==> src/rtl/be8_ctrl_pkg.sv <==
// Shared definitions for the BE8 control sequencer: state encoding, control-line
// bit positions and the idle/fetch control words.
package be8_ctrl_pkg;

  typedef enum logic [1:0] {
    IDLE  = 2'd0,
    RUN_S = 2'd1,
    HALT  = 2'd2
  } seq_state_e;

  localparam int CTRL_W = 17;

  // Bit positions in the control word; _N lines are active-low
  localparam int CB_J_N  = 0;
  localparam int CB_HLT  = 1;
  localparam int CB_CE   = 2;
  localparam int CB_MI_N = 3;
  localparam int CB_RI_N = 4;
  localparam int CB_RO_N = 5;
  localparam int CB_II_N = 6;
  localparam int CB_IO_N = 7;
  localparam int CB_AI_N = 8;
  localparam int CB_AO_N = 9;
  localparam int CB_EO_N = 10;
  localparam int CB_SU_N = 11;
  localparam int CB_BI_N = 12;
  localparam int CB_OI_N = 13;
  localparam int CB_CO_N = 14;
  localparam int CB_FI_N = 15;
  localparam int CB_BO_N = 16;

  localparam logic [CTRL_W-1:0] CTRL_IDLE = 17'h1_FFF9;

  // PC out, MAR in
  localparam logic [CTRL_W-1:0] FETCH0_WORD =
    CTRL_IDLE & ~((17'h1 << CB_CO_N) | (17'h1 << CB_MI_N));

  // RAM out, IR in, PC increment
  localparam logic [CTRL_W-1:0] FETCH1_WORD =
    (CTRL_IDLE & ~((17'h1 << CB_RO_N) | (17'h1 << CB_II_N))) | (17'h1 << CB_CE);

endpackage

==> src/rtl/ss_edge_detect.sv <==
// Rising-edge detector for the single-step request, sampled on the falling clock
// edge so it lines up with the sequencer's state updates.
module ss_edge_detect (
  input  logic CLK,
  input  logic RESETn,
  input  logic STEP,
  output logic RISE
);

  logic step_prev_r;

  // Previous falling-edge sample of STEP
  always_ff @(negedge CLK or negedge RESETn) begin
    if (!RESETn) begin
      step_prev_r <= 1'b0;
    end else begin
      step_prev_r <= STEP;
    end
  end

  assign RISE = STEP & ~step_prev_r;

endmodule

==> src/rtl/control_seq.sv <==
// BE8 control sequencer: two fixed fetch steps followed by microcode-driven execute
// steps, with early termination, per-instruction flag latch, halt and single-step.
module control_seq #(
  parameter int                STEP_W      = 3,
  parameter int                MAX_STEPS   = 6,
  parameter int                NFLAGS      = 2,
  parameter int                CTRL_W      = be8_ctrl_pkg::CTRL_W,
  parameter logic [CTRL_W-1:0] CTRL_IDLE   = be8_ctrl_pkg::CTRL_IDLE,
  parameter logic [CTRL_W-1:0] FETCH0_WORD = be8_ctrl_pkg::FETCH0_WORD,
  parameter logic [CTRL_W-1:0] FETCH1_WORD = be8_ctrl_pkg::FETCH1_WORD
) (
  input  logic              CLK,
  input  logic              RESETn,
  input  logic              RUN,
  input  logic              SSMODE,
  input  logic              STEP,
  input  logic [NFLAGS-1:0] FLAGS,
  input  logic [CTRL_W-1:0] M_CTRL,
  input  logic              M_LAST,
  input  logic              M_HLT,
  output logic [STEP_W-1:0] MSTEP,
  output logic [NFLAGS-1:0] LFLAGS,
  output logic [CTRL_W-1:0] CTRL,
  output logic              T0,
  output logic              HALTED
);

  import be8_ctrl_pkg::*;

  if (MAX_STEPS < 3 || MAX_STEPS > (1 << STEP_W)) begin : g_bad_cfg
    $error("control_seq: MAX_STEPS must lie in 3..2**STEP_W");
  end

  localparam logic [STEP_W-1:0] STEP_ZERO = STEP_W'(0);
  localparam logic [STEP_W-1:0] STEP_ONE  = STEP_W'(1);
  localparam logic [STEP_W-1:0] EXEC0     = STEP_W'(2);
  localparam logic [STEP_W-1:0] LAST_STEP = STEP_W'(MAX_STEPS - 1);

  seq_state_e        state_r;
  logic [STEP_W-1:0] step_r;
  logic [NFLAGS-1:0] lflags_r;
  logic              step_rise_s;
  logic              exec_s;
  logic              instr_end_s;

  ss_edge_detect u_ss_edge (
    .CLK    (CLK),
    .RESETn (RESETn),
    .STEP   (STEP),
    .RISE   (step_rise_s)
  );

  assign exec_s      = (state_r == RUN_S) && (step_r >= EXEC0);
  assign instr_end_s = M_LAST || (step_r == LAST_STEP);

  // Sequencer state, microstep counter and per-instruction flag latch
  always_ff @(negedge CLK or negedge RESETn) begin
    if (!RESETn) begin
      state_r  <= IDLE;
      step_r   <= STEP_ZERO;
      lflags_r <= {NFLAGS{1'b0}};
    end else if (!RUN) begin
      state_r <= IDLE;
      step_r  <= STEP_ZERO;
    end else begin
      case (state_r)
        IDLE: begin
          step_r <= STEP_ZERO;
          if (!SSMODE || step_rise_s) begin
            state_r <= RUN_S;
          end else begin
            state_r <= IDLE;
          end
        end
        RUN_S: begin
          if (!exec_s) begin
            // Flags are captured once, leaving the second fetch step
            if (step_r == STEP_ONE) begin
              lflags_r <= FLAGS;
            end else begin
              lflags_r <= lflags_r;
            end
            step_r <= step_r + STEP_ONE;
          end else if (M_HLT) begin
            state_r <= HALT;
            step_r  <= STEP_ZERO;
          end else if (instr_end_s) begin
            step_r  <= STEP_ZERO;
            state_r <= SSMODE ? IDLE : RUN_S;
          end else begin
            step_r <= step_r + STEP_ONE;
          end
        end
        HALT: begin
          state_r <= HALT;
          step_r  <= STEP_ZERO;
        end
        default: begin
          state_r <= IDLE;
          step_r  <= STEP_ZERO;
        end
      endcase
    end
  end

  // Control word: fetch constants, live microcode in execute, idle otherwise
  always_comb begin
    CTRL = CTRL_IDLE;
    if (!RESETn) begin
      CTRL = CTRL_IDLE;
    end else if (state_r == RUN_S) begin
      case (step_r)
        STEP_ZERO: CTRL = FETCH0_WORD;
        STEP_ONE:  CTRL = FETCH1_WORD;
        default:   CTRL = M_CTRL;
      endcase
    end else begin
      CTRL = CTRL_IDLE;
    end
  end

  assign T0     = (state_r == IDLE) || ((state_r == RUN_S) && (step_r == STEP_ZERO));
  assign HALTED = (state_r == HALT);
  assign MSTEP  = exec_s ? (step_r - EXEC0) : STEP_ZERO;
  assign LFLAGS = lflags_r;

endmodule
==> config.mk <==
export PLATFORM = sky130hd
export DESIGN_NAME = control_seq
export DESIGN_NICKNAME = d
export VERILOG_FILES = /design/src/rtl/be8_ctrl_pkg.sv /design/src/rtl/ss_edge_detect.sv /design/src/rtl/control_seq.sv
export SDC_FILE = /design/constraint.sdc
export NUM_CORES = 1
export LEC_CHECK = 0
export CORE_MARGIN = 8
export CORE_UTILIZATION = 33
export CTS_CLUSTER_DIAMETER = 120
export DETAILED_ROUTE_END_ITERATION = 10
export PLACE_DENSITY_LB_ADDON = 0.2
export SKIP_LAST_GASP = 1
export SLEW_MARGIN = 20
export SYNTH_ARGS = -nofsm -noshare
export SYNTH_HDL_FRONTEND = slang
export SYNTH_SLANG_ARGS = --single-unit
==> constraint.sdc <==
create_clock -name CLK -period 2.1 [get_ports CLK]
set_input_delay 0.21 -clock CLK [delete_from_list [all_inputs] [get_ports CLK]]
set_output_delay 0.21 -clock CLK [all_outputs]
set_load 0.05 [all_outputs]
==> impl_metrics.json, run 1 <==
{
  "synth_nets": 106,
  "synth_top_area_share_pct": 30.9,
  "netlist_top_cells_count": "12 x or2_2, 9 x nand2_1, 8 x dfrtn_1, 6 x inv_1",
  "cts-hold-fix-buffers": 0,
  "status": "did not finish",
  "synth_flop_cell": "dfrtn_1",
  "synth_top_family_by_area": "simple AND/OR/NAND/NOR gates",
  "cts_root_buf": "clkbuf_4",
  "synth-xor-area-share_pct": 1.35,
  "synth.cell_area_um2": 647,
  "post-dp-hpwl_um": 2550,
  "synthAdderAreaFrac_pct": 9.67,
  "failing_step": "clock tree synthesis",
  "yosys-top-cells-area": "dfrtn_1 31%, or2_2 12%, ha_1 9.7%",
  "io_buffers": 49,
  "synth_enable_flop_cells": 0,
  "synth_cells": 75,
  "cts_made_buffers": 3,
  "die_w_um": 60.3,
  "start_util_pct": 34.0,
  "gp_congestion": 0.847,
  "htreeDepth": 1,
  "yosysWarnings": 0,
  "synth-seq-cells": 8,
  "dp_slack_ns": -0.708,
  "postSynth.asyncResetShare_pct": 100,
  "rows": 16,
  "synth-simple-area-share_pct": 36.8,
  "synth_top_cell_by_area": "dfrtn_1",
  "yosysMostFrequentCell": "or2_2",
  "die_h_um": 60.3,
  "cts_buffer_depth": 2,
  "syn-mean-instance-area_um2": 8.62,
  "synth_compound_area_share_pct": 12.6,
  "cts_resized": 37,
  "seq_area_frac_synth_pct": 30.9,
  "io_pins": 50,
  "synthMuxAreaShare_pct": 4.64,
  "cts_sinks": 8,
  "post_cts_buffers": 8,
  "ys_types": 25,
  "firstError": "[ERROR DPL-0033] detailed placement checks failed during check placement."
}
==> cell families after synthesis <==
family                   count (synthesis)
flip-flops                               8
buffers and inverters                    7
multiplexers                             2
AO/OA/AOI/OAI                           13
adder cells (fa/ha/maj)                  5
XOR/XNOR                                 1
AND/OR/NAND/NOR                         39
==> through the flow <==
step           utilization (%)  std cells  hold slack, ns  setup TNS (ns)  instance area [um^2]
3_3_place_gp              83.6        170           0.525          -13.52                  1590
3_5_place_dp              83.6        170           0.534          -14.76                  1590
2_1_floorplan                -         75           0.481          -10.17                   746
==> inputs of run 2 (changes only) <==
--- a/config.mk
+++ b/config.mk
@@ -5,11 +5,10 @@
 export SDC_FILE = /design/constraint.sdc
 export NUM_CORES = 1
 export LEC_CHECK = 0
-export CORE_MARGIN = 8
-export CORE_UTILIZATION = 33
-export CTS_CLUSTER_DIAMETER = 120
+export CORE_AREA = 8 8 69 71
 export DETAILED_ROUTE_END_ITERATION = 10
-export PLACE_DENSITY_LB_ADDON = 0.2
+export DIE_AREA = 0 0 77 79
+export PLACE_DENSITY_LB_ADDON = 0.15
 export SKIP_LAST_GASP = 1
 export SLEW_MARGIN = 20
 export SYNTH_ARGS = -nofsm -noshare
==> impl_metrics.json, run 2 <==
{
  "status": "finished, violations left",
  "violations": "negative setup slack",
  "ys_types": 25,
  "vias": 830,
  "synth_enable_flop_cells": 0,
  "place_inst": 198,
  "tritoncts": "built",
  "start_util_pct": 17.0,
  "area_growth_pct": 190,
  "final_util_pct": 49.3,
  "multiInputGateArea_um2": 604,
  "coreArea_mm2": 0.00380,
  "setup_viol": 24,
  "drc": 0,
  "die_area_mm2": 0.00608,
  "clk_latency_ns": 0.25,
  "largest-register": "step_r",
  "yosysMostFrequentCell": "or2_2",
  "stdcell_count": 208,
  "postSynth.asyncResetShare_pct": 100,
  "synth-xor-area-share_pct": 1.35,
  "yosysWarnings": 0,
  "synth_nets": 106,
  "drt.antenna.violating_nets": 0,
  "synthMuxAreaShare_pct": 4.64,
  "synth_top_cell_by_area": "dfrtn_1",
  "synth_top_area_share_pct": 30.9,
  "netlist_top_cells_count": "12 x or2_2, 9 x nand2_1, 8 x dfrtn_1, 6 x inv_1",
  "synthAdderAreaFrac_pct": 9.67,
  "die_w_um": 77,
  "criticalPathCategory": "reg2out",
  "crit_path_end_kind": "primary output",
  "nFillCells": 360,
  "stdcell_area_mm2": 0.00187,
  "seq_area_frac_synth_pct": 30.9,
  "fin_skew_ns": 0.00115,
  "regArea_um2": 200,
  "layout_common_cells": "27 x buf_4, 22 x clkdlybuf4s50_1, 18 x buf_12",
  "io_buffers": 49,
  "required_ns": 1.89,
  "syn-mean-instance-area_um2": 8.62,
  "grt_pass1_wl_um": 4250,
  "worst_slack_ns": -0.838,
  "cp.arrival_ns": 2.73,
  "synth-simple-area-share_pct": 36.8,
  "synth-seq-cells": 8,
  "clkTransAtPathRegs_ns": 0.03,
  "peakVddDrop_uv": 547,
  "cts_buffer_depth": 2,
  "nets": 191,
  "cts-hold-fix-buffers": 0,
  "drv_cap": 0,
  "rows": 23,
  "via_per_inst": 3.99,
  "hold_path.class": "reg2reg",
  "io_pins": 50,
  "synth_top_family_by_area": "simple AND/OR/NAND/NOR gates",
  "cts_sinks": 8,
  "drt-pass1-iter-count": 2,
  "wl_per_cell_um": 12.7,
  "grt_pass1_vias": 885,
  "synth.cell_area_um2": 647,
  "placed_area_mm2": 0.00164,
  "synth_compound_area_share_pct": 12.6,
  "grt_max_degree": 9,
  "htreeDepth": 1,
  "relSlewSlack_pct": 80.2,
  "cts_root_buf": "clkbuf_8",
  "critPathLaunchType": "flop",
  "layout.cells.most_common": "buf_4",
  "synth_cells": 75,
  "grtUsageTotal_pct": 8.51,
  "drt-total-wl_um": 2640,
  "die_h_um": 79,
  "drive_gt1_share_pct": 66.5,
  "grt-ovfl-total": 0,
  "largest_register_ffs": 3,
  "rsz0062_at_grt": "yes",
  "cts_made_buffers": 3,
  "worstMarginPinSlew_ns": 0.295,
  "timing.final.max_slew_violations": 0,
  "antenna_found_initial": 0,
  "yosys-top-cells-area": "dfrtn_1 31%, or2_2 12%, ha_1 9.7%",
  "synth_flop_cell": "dfrtn_1",
  "power_leakage_nw": 0.843,
  "dr.first_iter.drc_count": 9,
  "finalHoldViolCount": 0,
  "pwr_density_cell_mw_per_mm2": 510,
  "gp_congestion": 0.699,
  "num_antenna_cells": 0,
  "post-dp-hpwl_um": 2280,
  "worstPathMaxFanout": 5
}
==> run 2: what timing repair did <==
item | in CTS | in global routing
gates resized for setup | 36 | 5
pin swaps | 10 | 3
buffers inserted | 4 | 3
setup endpoints to repair | 30 | 26
cloned | 1 | 0
==> run 2: worst max-delay path: stages (launching register included) <==
cell      delay [ns]
dfrtn_1         0.38
buf_4           0.16
ha_4            0.15
nor2_2          0.11
o21bai_2        0.09
buf_6           0.15
or2_4           0.25
buf_12          0.15
==> run 2: per-layer routing <==
| metal | vias up | global-route usage (%) | part of all wire, % |
|---|---|---|---|
| met5 | - | 0 | 0 |
| met4 | 0 | 2.26 | 0.80 |
| met3 | 2 | 2.82 | 7.9 |
| met2 | 39 | 13.8 | 46 |
| met1 | 371 | 10.6 | 46 |
| li1 | 418 | - | - |
==> run 2: kinds of logic after synthesis <==
kind of cell | after synthesis
and+or+nand+nor | 39
AOI/OAI and AO/OA | 13
DFF | 8
buffers and inverters | 7
adders and majority gates | 5
muxes | 2
xor gates and xnor gates | 1
==> run 2: cell type report <==
type | count | share of cell area (%)
clock buffer | 3 | 2.20
inverter | 6 | 1.20
multi-input combinational | 60 | 32.2
sequential | 8 | 10.7
tap | 50 | 3.34
timing repair buffer | 81 | 50.3
==> run 2: path summary, 6_finish.rpt <==
check	end	slack, ns	startpoint	depth (start not counted)
worst max-delay path	CTRL[7]	-0.84	step_r[0]	7
worst min-delay path	LFLAGS[1]	0.53	LFLAGS[1]	1
worst max register to register	LFLAGS[0]	0.05	step_r[0]	7
worst min register to register	LFLAGS[1]	0.53	LFLAGS[1]	1
max in group asynchronous	LFLAGS[1]	0.73	RESETn	2
min in group asynchronous	LFLAGS[0]	1.22	RESETn	2
==> run 2: through the flow <==
stage	power, mW	worst slack (ns)	hold WS, ns	setup TNS [ns]
2_1_floorplan	0.437	-0.570	0.481	-10.17
3_3_place_gp	0.707	-0.701	0.532	-14.78
3_5_place_dp	0.714	-0.713	0.524	-15.52
4_1_cts	0.953	-0.892	0.528	-17.20
5_1_grt	1.01	-0.897	0.543	-17.92
6_report	0.956	-0.838	0.529	-16.42
==> run 2: power breakdown <==
part           leakage (nW)  switching [mW]  internal [mW]
sequential            0.104          0.0269          0.183
combinational         0.718           0.259          0.309
clock                0.0216          0.0541          0.124
Power figures use the tool's default switching activity.
==> inputs of run 3 (changes only) <==
--- a/config.mk
+++ b/config.mk
@@ -5,6 +5,8 @@
 export SDC_FILE = /design/constraint.sdc
 export NUM_CORES = 1
 export LEC_CHECK = 0
+export ABC_CLOCK_PERIOD_IN_PS = 2100
+export CAP_MARGIN = 0
 export CORE_AREA = 8 8 69 71
 export DETAILED_ROUTE_END_ITERATION = 10
 export DIE_AREA = 0 0 77 79
==> results of run 3 <==
The final DEF is identical to that of run 2; final timing and power are the same.
